## src/rtl/lap_store_slave_pkg.sv

```systemverilog
// Register map, STATUS bit positions and a status packing helper shared by the
// lap store slave and its bus master.
package lap_store_slave_pkg;

  localparam logic [1:0] REG_STATUS = 2'd0;
  localparam logic [1:0] REG_PUSH   = 2'd1;
  localparam logic [1:0] REG_POP    = 2'd2;
  localparam logic [1:0] REG_COUNT  = 2'd3;
  localparam int         PEEK_BIT   = 6;

  localparam int ST_EMPTY     = 0;
  localparam int ST_FULL      = 1;
  localparam int ST_OVERFLOW  = 2;
  localparam int ST_UNDERFLOW = 3;

  localparam int WR_FLUSH     = 0;
  localparam int WR_CLR_FLAGS = 1;

  function automatic logic [3:0] status_bits(input logic unf, input logic ovf,
                                             input logic full, input logic empty);
    logic [3:0] s;
    s               = '0;
    s[ST_UNDERFLOW] = unf;
    s[ST_OVERFLOW]  = ovf;
    s[ST_FULL]      = full;
    s[ST_EMPTY]     = empty;
    return s;
  endfunction

endpackage

```

## src/rtl/lap_store_slave_lap_fifo.sv

```systemverilog
// Circular lap buffer with push/pop/flush and a random-access peek port.
// LAP_STORE_OVERWRITE_EN: a push into a full buffer replaces the oldest entry.
module lap_fifo #(
  parameter int ADDR_SIZE = 4,
  parameter int DATA_SIZE = 16
) (
  input  logic                 clk_i,
  input  logic                 rst_i,
  input  logic                 push_i,
  input  logic                 pop_i,
  input  logic                 flush_i,
  input  logic [DATA_SIZE-1:0] wdata_i,
  input  logic [ADDR_SIZE-1:0] peek_idx_i,
  output logic [DATA_SIZE-1:0] head_data_o,
  output logic [DATA_SIZE-1:0] peek_data_o,
  output logic [ADDR_SIZE:0]   count_o,
  output logic                 full_o,
  output logic                 empty_o
);

  localparam int DEPTH = 1 << ADDR_SIZE;
  localparam logic [ADDR_SIZE:0] FULL_CNT = DEPTH[ADDR_SIZE:0];
`ifdef LAP_STORE_OVERWRITE_EN
  localparam bit OVERWRITE = 1'b1;
`else
  localparam bit OVERWRITE = 1'b0;
`endif

  logic [DATA_SIZE-1:0] mem_q [DEPTH];
  logic [ADDR_SIZE-1:0] head_q, head_d, tail_q, tail_d, peek_ptr;
  logic [ADDR_SIZE:0]   count_q, count_d;
  logic                 wr_en;

  assign full_o      = (count_q == FULL_CNT);
  assign empty_o     = (count_q == '0);
  assign count_o     = count_q;
  assign head_data_o = mem_q[head_q];
  assign peek_ptr    = head_q + peek_idx_i;
  assign peek_data_o = ({1'b0, peek_idx_i} < count_q) ? mem_q[peek_ptr] : '0;

  always_comb begin
    head_d  = head_q;
    tail_d  = tail_q;
    count_d = count_q;
    wr_en   = 1'b0;
    if (flush_i) begin
      head_d  = '0;
      tail_d  = '0;
      count_d = '0;
    end else if (push_i) begin
      if (!full_o) begin
        wr_en   = 1'b1;
        tail_d  = tail_q + 1'b1;
        count_d = count_q + 1'b1;
      end else if (OVERWRITE) begin
        // Oldest entry sits at tail when full; overwrite it and slide both pointers.
        wr_en  = 1'b1;
        tail_d = tail_q + 1'b1;
        head_d = head_q + 1'b1;
      end
    end else if (pop_i && !empty_o) begin
      head_d  = head_q + 1'b1;
      count_d = count_q - 1'b1;
    end
  end

  always_ff @(posedge clk_i) begin
    if (rst_i) begin
      head_q  <= '0;
      tail_q  <= '0;
      count_q <= '0;
    end else begin
      head_q  <= head_d;
      tail_q  <= tail_d;
      count_q <= count_d;
    end
  end

  always_ff @(posedge clk_i) begin
    if (wr_en) mem_q[tail_q] <= wdata_i;
  end

endmodule

```

## src/rtl/lap_store_slave.sv

```systemverilog
// Wishbone classic slave storing lap times in a circular buffer (push/pop/peek).
// Full-buffer push policy selected by LAP_STORE_OVERWRITE_EN (see lap_fifo).
module lap_store_slave
  import lap_store_slave_pkg::*;
#(
  parameter int WB_DATA_WIDTH = 32,
  parameter int WB_ADDR_WIDTH = 11,
  parameter int GRANULARITY   = 8,
  parameter int ADDR_SIZE     = 4,
  parameter int DATA_SIZE     = 16
) (
  input  logic                                   clk_i,
  input  logic                                   rst_i,
  input  logic [WB_ADDR_WIDTH-1:0]               addr_i,
  input  logic [WB_DATA_WIDTH-1:0]               data_i,
  output logic [WB_DATA_WIDTH-1:0]               data_o,
  input  logic [WB_DATA_WIDTH/GRANULARITY-1:0]   sel_i,
  input  logic                                   stb_i,
  input  logic                                   cyc_i,
  input  logic                                   we_i,
  output logic                                   ack_o,
  output logic                                   lap_avail_o
);

  localparam int SEL_W = WB_DATA_WIDTH / GRANULARITY;

  logic                     ack_q, ack_d, lap_avail_q, lap_avail_d;
  logic                     ovf_q, ovf_d, unf_q, unf_d;
  logic [WB_DATA_WIDTH-1:0] dat_q, dat_d, wdat;
  logic                     accept, hi_zero, peek_hit, reg_hit;
  logic                     push, pop, flush, full, empty;
  logic [DATA_SIZE-1:0]     head_data, peek_data;
  logic [ADDR_SIZE:0]       count;
  logic                     unused_bits;

  always_comb begin
    wdat = '0;
    for (int l = 0; l < SEL_W; l++)
      wdat[l*GRANULARITY +: GRANULARITY] = sel_i[l] ? data_i[l*GRANULARITY +: GRANULARITY] : '0;
  end

  // A new access is only taken while no ack is outstanding, which also yields ack every other cycle on held strobes.
  assign accept   = cyc_i & stb_i & ~ack_q & ~rst_i;
  assign hi_zero  = (addr_i[WB_ADDR_WIDTH-1:PEEK_BIT+1] == '0);
  assign peek_hit = hi_zero & addr_i[PEEK_BIT];
  assign reg_hit  = hi_zero & ~addr_i[PEEK_BIT] & (addr_i[5:4] == 2'b00);
  assign unused_bits = ^{addr_i, wdat};

  always_comb begin
    ack_d       = 1'b0;
    dat_d       = '0;
    ovf_d       = ovf_q;
    unf_d       = unf_q;
    push        = 1'b0;
    pop         = 1'b0;
    flush       = 1'b0;
    lap_avail_d = (count != '0);
    if (accept) begin
      ack_d = 1'b1;
      if (we_i) begin
        if (reg_hit && (sel_i != '0)) begin
          case (addr_i[3:2])
            REG_STATUS: begin
              flush = wdat[WR_FLUSH];
              if (wdat[WR_CLR_FLAGS]) begin
                ovf_d = 1'b0;
                unf_d = 1'b0;
              end
            end
            REG_PUSH: begin
              push = 1'b1;
              if (full) ovf_d = 1'b1;
            end
            default: ;
          endcase
        end
      end else if (peek_hit) begin
        dat_d[DATA_SIZE-1:0] = peek_data;
      end else if (reg_hit) begin
        case (addr_i[3:2])
          REG_STATUS: dat_d[3:0] = status_bits(unf_q, ovf_q, full, empty);
          REG_POP: begin
            pop = 1'b1;
            if (empty) unf_d = 1'b1;
            else       dat_d[DATA_SIZE-1:0] = head_data;
          end
          REG_COUNT:  dat_d[ADDR_SIZE:0] = count;
          default: ;
        endcase
      end
    end
  end

  always_ff @(posedge clk_i) begin
    if (rst_i) begin
      ack_q       <= 1'b0;
      dat_q       <= '0;
      lap_avail_q <= 1'b0;
      ovf_q       <= 1'b0;
      unf_q       <= 1'b0;
    end else begin
      ack_q       <= ack_d;
      dat_q       <= dat_d;
      lap_avail_q <= lap_avail_d;
      ovf_q       <= ovf_d;
      unf_q       <= unf_d;
    end
  end

  assign ack_o       = ack_q;
  assign data_o      = dat_q;
  assign lap_avail_o = lap_avail_q;

  lap_fifo #(
    .ADDR_SIZE (ADDR_SIZE),
    .DATA_SIZE (DATA_SIZE)
  ) u_fifo (
    .clk_i       (clk_i),
    .rst_i       (rst_i),
    .push_i      (push),
    .pop_i       (pop),
    .flush_i     (flush),
    .wdata_i     (wdat[DATA_SIZE-1:0]),
    .peek_idx_i  (addr_i[ADDR_SIZE+1:2]),
    .head_data_o (head_data),
    .peek_data_o (peek_data),
    .count_o     (count),
    .full_o      (full),
    .empty_o     (empty)
  );

endmodule

```

## config.mk

```make
export PLATFORM = sky130hd
export DESIGN_NAME = lap_store_slave
export DESIGN_NICKNAME = d
export VERILOG_FILES = /design/src/rtl/lap_store_slave_pkg.sv /design/src/rtl/lap_store_slave_lap_fifo.sv /design/src/rtl/lap_store_slave.sv
export SDC_FILE = /design/constraint.sdc
export NUM_CORES = 1
export LEC_CHECK = 0
export BUFFER_PORTS_ARGS = -buffer_cell sky130_fd_sc_hd__buf_2
export CAP_MARGIN = 20
export CORE_ASPECT_RATIO = 0.75
export CORE_MARGIN = 2
export CORE_UTILIZATION = 66
export CTS_BUF_LIST = sky130_fd_sc_hd__clkbuf_4 sky130_fd_sc_hd__clkbuf_8 sky130_fd_sc_hd__clkbuf_16
export DETAILED_ROUTE_END_ITERATION = 16
export GPL_TIMING_DRIVEN = 0
export PLACE_DENSITY = 0.83
export RECOVER_POWER = 50
export SLEW_MARGIN = 25
export SYNTH_ARGS = -nofsm -noshare
export SYNTH_HDL_FRONTEND = slang
export SYNTH_SLANG_ARGS = --single-unit
```

## constraint.sdc

```tcl
create_clock -name clk_i -period 8 [get_ports clk_i]
set_clock_uncertainty 0.05 [all_clocks]
set_input_delay 1.6 -clock clk_i [delete_from_list [all_inputs] [get_ports clk_i]]
set_output_delay 1.6 -clock clk_i [all_outputs]
set_load 0.01 [all_outputs]
```

==> run_results.csv <==
group,metric,value,unit
critical_path,critPathMostFrequentCell,"nor4_1",
clock_network,cts_tree,"yes",
route,wl_per_cell,32.7,um
yosys,syn_area,13700,um2
critical_path,reg2reg_slack,3.86,ns
yosys,synth_most_common_cell,"edfxtp_1",
sta,relSlewSlack,-14.5,%
grt,grt.overflow.total,0,
route,drc,0,
finish,design_area,15500,um2
clock_network,insertion_delay,0.54,ns
yosys,synth_common_cells,"edfxtp_1 (256), mux4_2 (137), mux2i_1 (41)",
critical_path,worstSetupPathType,"input port to register",
floorplanning,initial_core_util,67.6,%
sta,rsz0062_at_grt,"false",
power_and_ir_drop,ir_worst_vdd,0.187,mV
critical_path,path_depth,6,
clock_network,cts_buffers,28,
critical_path,worst_r2r_path_depth,9,
sta,timing.final.crit_share,62.5,%
route,viasPerCell,7.23,
clock_network,clkTransAtPathRegs,0.07,ns
placed_design,io_buffer_count,51,
clock_network,cts_max_level,1,
critical_path,path_delay_family,"simple AND/OR/NAND/NOR gates",
finish,nFillCells,1135,
outcome,violations,"capacitance limit, slew limit",
grt,grt_max_degree,19,
floorplanning,fp.dieH,129,um
route,ant_nets,0,
sta,tns,0,ns
power_and_ir_drop,p_total,3.17,mW
floorplanning,boundaryPins,86,
yosys,synthTopCellsByArea,"edfxtp_1 (56%), mux4_2 (22%), dfxtp_1 (5.4%), mux2i_1 (3.0%), and2_1 (1.4%)",
critical_path,cp_data_required_time,8.19,ns
critical_path,path_cells,"clkbuf_1 -> nor4_1 -> nor4_1 -> nand3b_1 -> nor2_4 -> buf_8",
sta,hold_viol_final,0,
worst_hold_path,hold_path.startpoint,"ovf_q$_SDFFE_PP0P_",
critical_path,critPathSlowestCell,"nor4_1",
clock_network,clock_sink_count,293,
critical_path,r2r-start,"u_fifo.head_q[0]$_SDFFE_PP0P_",
clock_network,hold_buffers,0,
placed_design,globalplace.congestion,0.928,
yosys,ys_ff_latch,293,
critical_path,worstSetupStartpointType,"input port",
sta,maxSlewViolCount,11,
yosys,synth_top_area_share,56.0,%
floorplanning,die_w,171,um
floorplanning,rows,45,
critical_path,worstSetupEndpointType,"register",
clock_network,cts.path.max_buffers,3,
power_and_ir_drop,p_per_area,205,nW/um2
yosys,yosys_warnings,0,
clock_network,cts_resized,0,
grt,grt_use_total,35.7,%
worst_hold_path,hold_class,"register to register",
critical_path,slowest_delay,1.39,ns
yosys,ys_async_sr_fraction,0,%
critical_path,crit_fanout,10,
sta,whs,0.467,ns
yosys,synth_cells,748,
placed_design,dpl_cell_area,14500,um2
sta,worst_pin_slew,1.70,ns
yosys,yosysSeqAreaShare,61.4,%
clock_network,post_cts_buffers,0,
finish,nNetsFinal,916,
floorplanning,core_area,20300,um2
grt,grt_pass1_wl,54500,um
finish,final_cell_count_no_fill,1153,
placed_design,post-place-cells,1100,
sta,period_needed,5.00,ns
critical_path,critPathBufInv,2,
yosys,ys_types,53,
job,cap_violations,1,
yosys,netlist.top_cell.by_area,"edfxtp_1",
critical_path,r2r_end,"data_o[15]$_SDFF_PP0_",
worst_hold_path,worstHoldPathCells,2,
clock_network,cts-root-buf,"clkbuf_16",
route,dr.pass1.iters,5,
sta,fmax,200,MHz
finish,layout-area-overhead-vs-synth,12.5,%
route,num_vias,8332,
route,first_iter_violations,1328,
grt,antenna_found_initial,1,
route,drt_wl_total,37700,um
grt,grt_pass1_vias,8382,
power_and_ir_drop,p_leak,4.83,nW
outcome,status,"finished, violations left",
critical_path,worstPathArrival,5.18,ns
worst_hold_path,hold_end,"ovf_q$_SDFFE_PP0P_",
floorplanning,die_area,22000,um2
yosys,synth_ff_type,"edfxtp_1",
yosys,synth_edf_count,256,
finish,layout-drive-gt1-share,33.3,%
sta,finalSetupViolations,0,
yosys,synth.avg_cell_area,18.4,um2
placed_design,dp_hpwl,23300,um
## metal layers
metal | global-route usage (%) | vias up | part of all wire, %
met4 | 13.0 | 0 | 3.8
met3 | 12.5 | 125 | 15
met5 | 0 | - | 0
met1 | 49.3 | 4157 | 35
met2 | 53.8 | 785 | 46
li1 | - | 3265 | -
## power breakdown
part / leakage, nW / switching [mW] / internal [mW]
Clock: 0.487 / 0.554 / 0.828
Combinational: 1.95 / 0.0740 / 0.0501
Sequential: 2.39 / 0.000122 / 1.66
## placed cells by master, fill, tap and decap left out, types with 4 or more instances in the layout
cell type / n
edfxtp_1: 256
mux4_2: 137
buf_2: 52
mux2i_1: 41
dfxtp_1: 37
clkbuf_1: 33
clkbuf_16: 29
nor2_1: 24
buf_4: 21
nand2_1: 19
and2_0: 17
conb_1: 16
inv_1: 14
ha_1: 14
and2_2: 12
a21oi_1: 11
o221ai_1: 10
clkbuf_4: 9
nand2b_1: 7
xnor2_1: 7
o22ai_1: 7
nor3_1: 6
buf_1: 5
a211oi_1: 5
xor2_1: 5
a22oi_1: 5
nor2_4: 4
clkbuf_8: 4
## cell type report
cell class	instances	area [um2]	share of cell area, %
Sequential cell	293	8430	54.5
Multi-Input combinational cell	395	4980	32.2
Clock buffer	42	848	5.49
Tap cell	282	353	2.28
Buffer	61	342	2.21
Timing Repair Buffer	55	320	2.07
Clock inverter	10	124	0.802
Inverter	14	52.6	0.340
Antenna cell	1	2.50	0.0162
## worst max-delay path by stage
stage,start,to,slack (ns)
final,sel_i[1],u_fifo.mem_q[11][11]$_DFFE_PP_,3.00
after global routing,sel_i[1],u_fifo.mem_q[5][9]$_DFFE_PP_,2.87
after CTS,addr_i[2],data_o[15]$_SDFF_PP0_,3.47
after detailed placement,addr_i[2],data_o[15]$_SDFF_PP0_,2.95
after global placement,addr_i[8],u_fifo.mem_q[7][13]$_DFFE_PP_,2.73
after floorplan,addr_i[8],u_fifo.mem_q[11][0]$_DFFE_PP_,4.05
## logic make-up after synthesis
kind of cell | count (synthesis) | synth area share [%]
AO/OA/AOI/OAI | 53 | 2.81
XOR/XNOR | 12 | 0.765
adder cells (fa/ha/maj) | 16 | 1.57
buffers and inverters | 75 | 2.88
flip-flops | 293 | 61.4
multiplexers | 180 | 25.6
other | 1 | 0.0273
AND/OR/NAND/NOR | 118 | 4.95
## through the flow
step	utilization, %	setup WS (ns)
detailed placement	71.5	2.95
global route	76.0	2.87
finish	76.0	3.00
CTS	76.3	3.47
global placement	70.8	2.73
floorplan	-	4.05
## sequential cells by signal, summed over array words and instances (netlist names), named ones only
| signal | cells |
|---|---|
| data_o | 16 |
| lap_avail_o | 1 |
| u_fifo.mem_q | 256 |
| unf_q | 1 |
| u_fifo.head_q | 4 |
| ovf_q | 1 |
| ack_o | 1 |
| u_fifo.tail_q | 4 |
| u_fifo.count_o | 5 |
## worst reg2reg max path, delay by kind of cell (launching register included)
kind	cells	cell delay (ns)
mux	2	0.60
buf+inv	4	1.95
compound gates	1	0.22
flops	1	0.42
fa+ha+maj	2	0.70
Power figures use the tool's default switching activity.
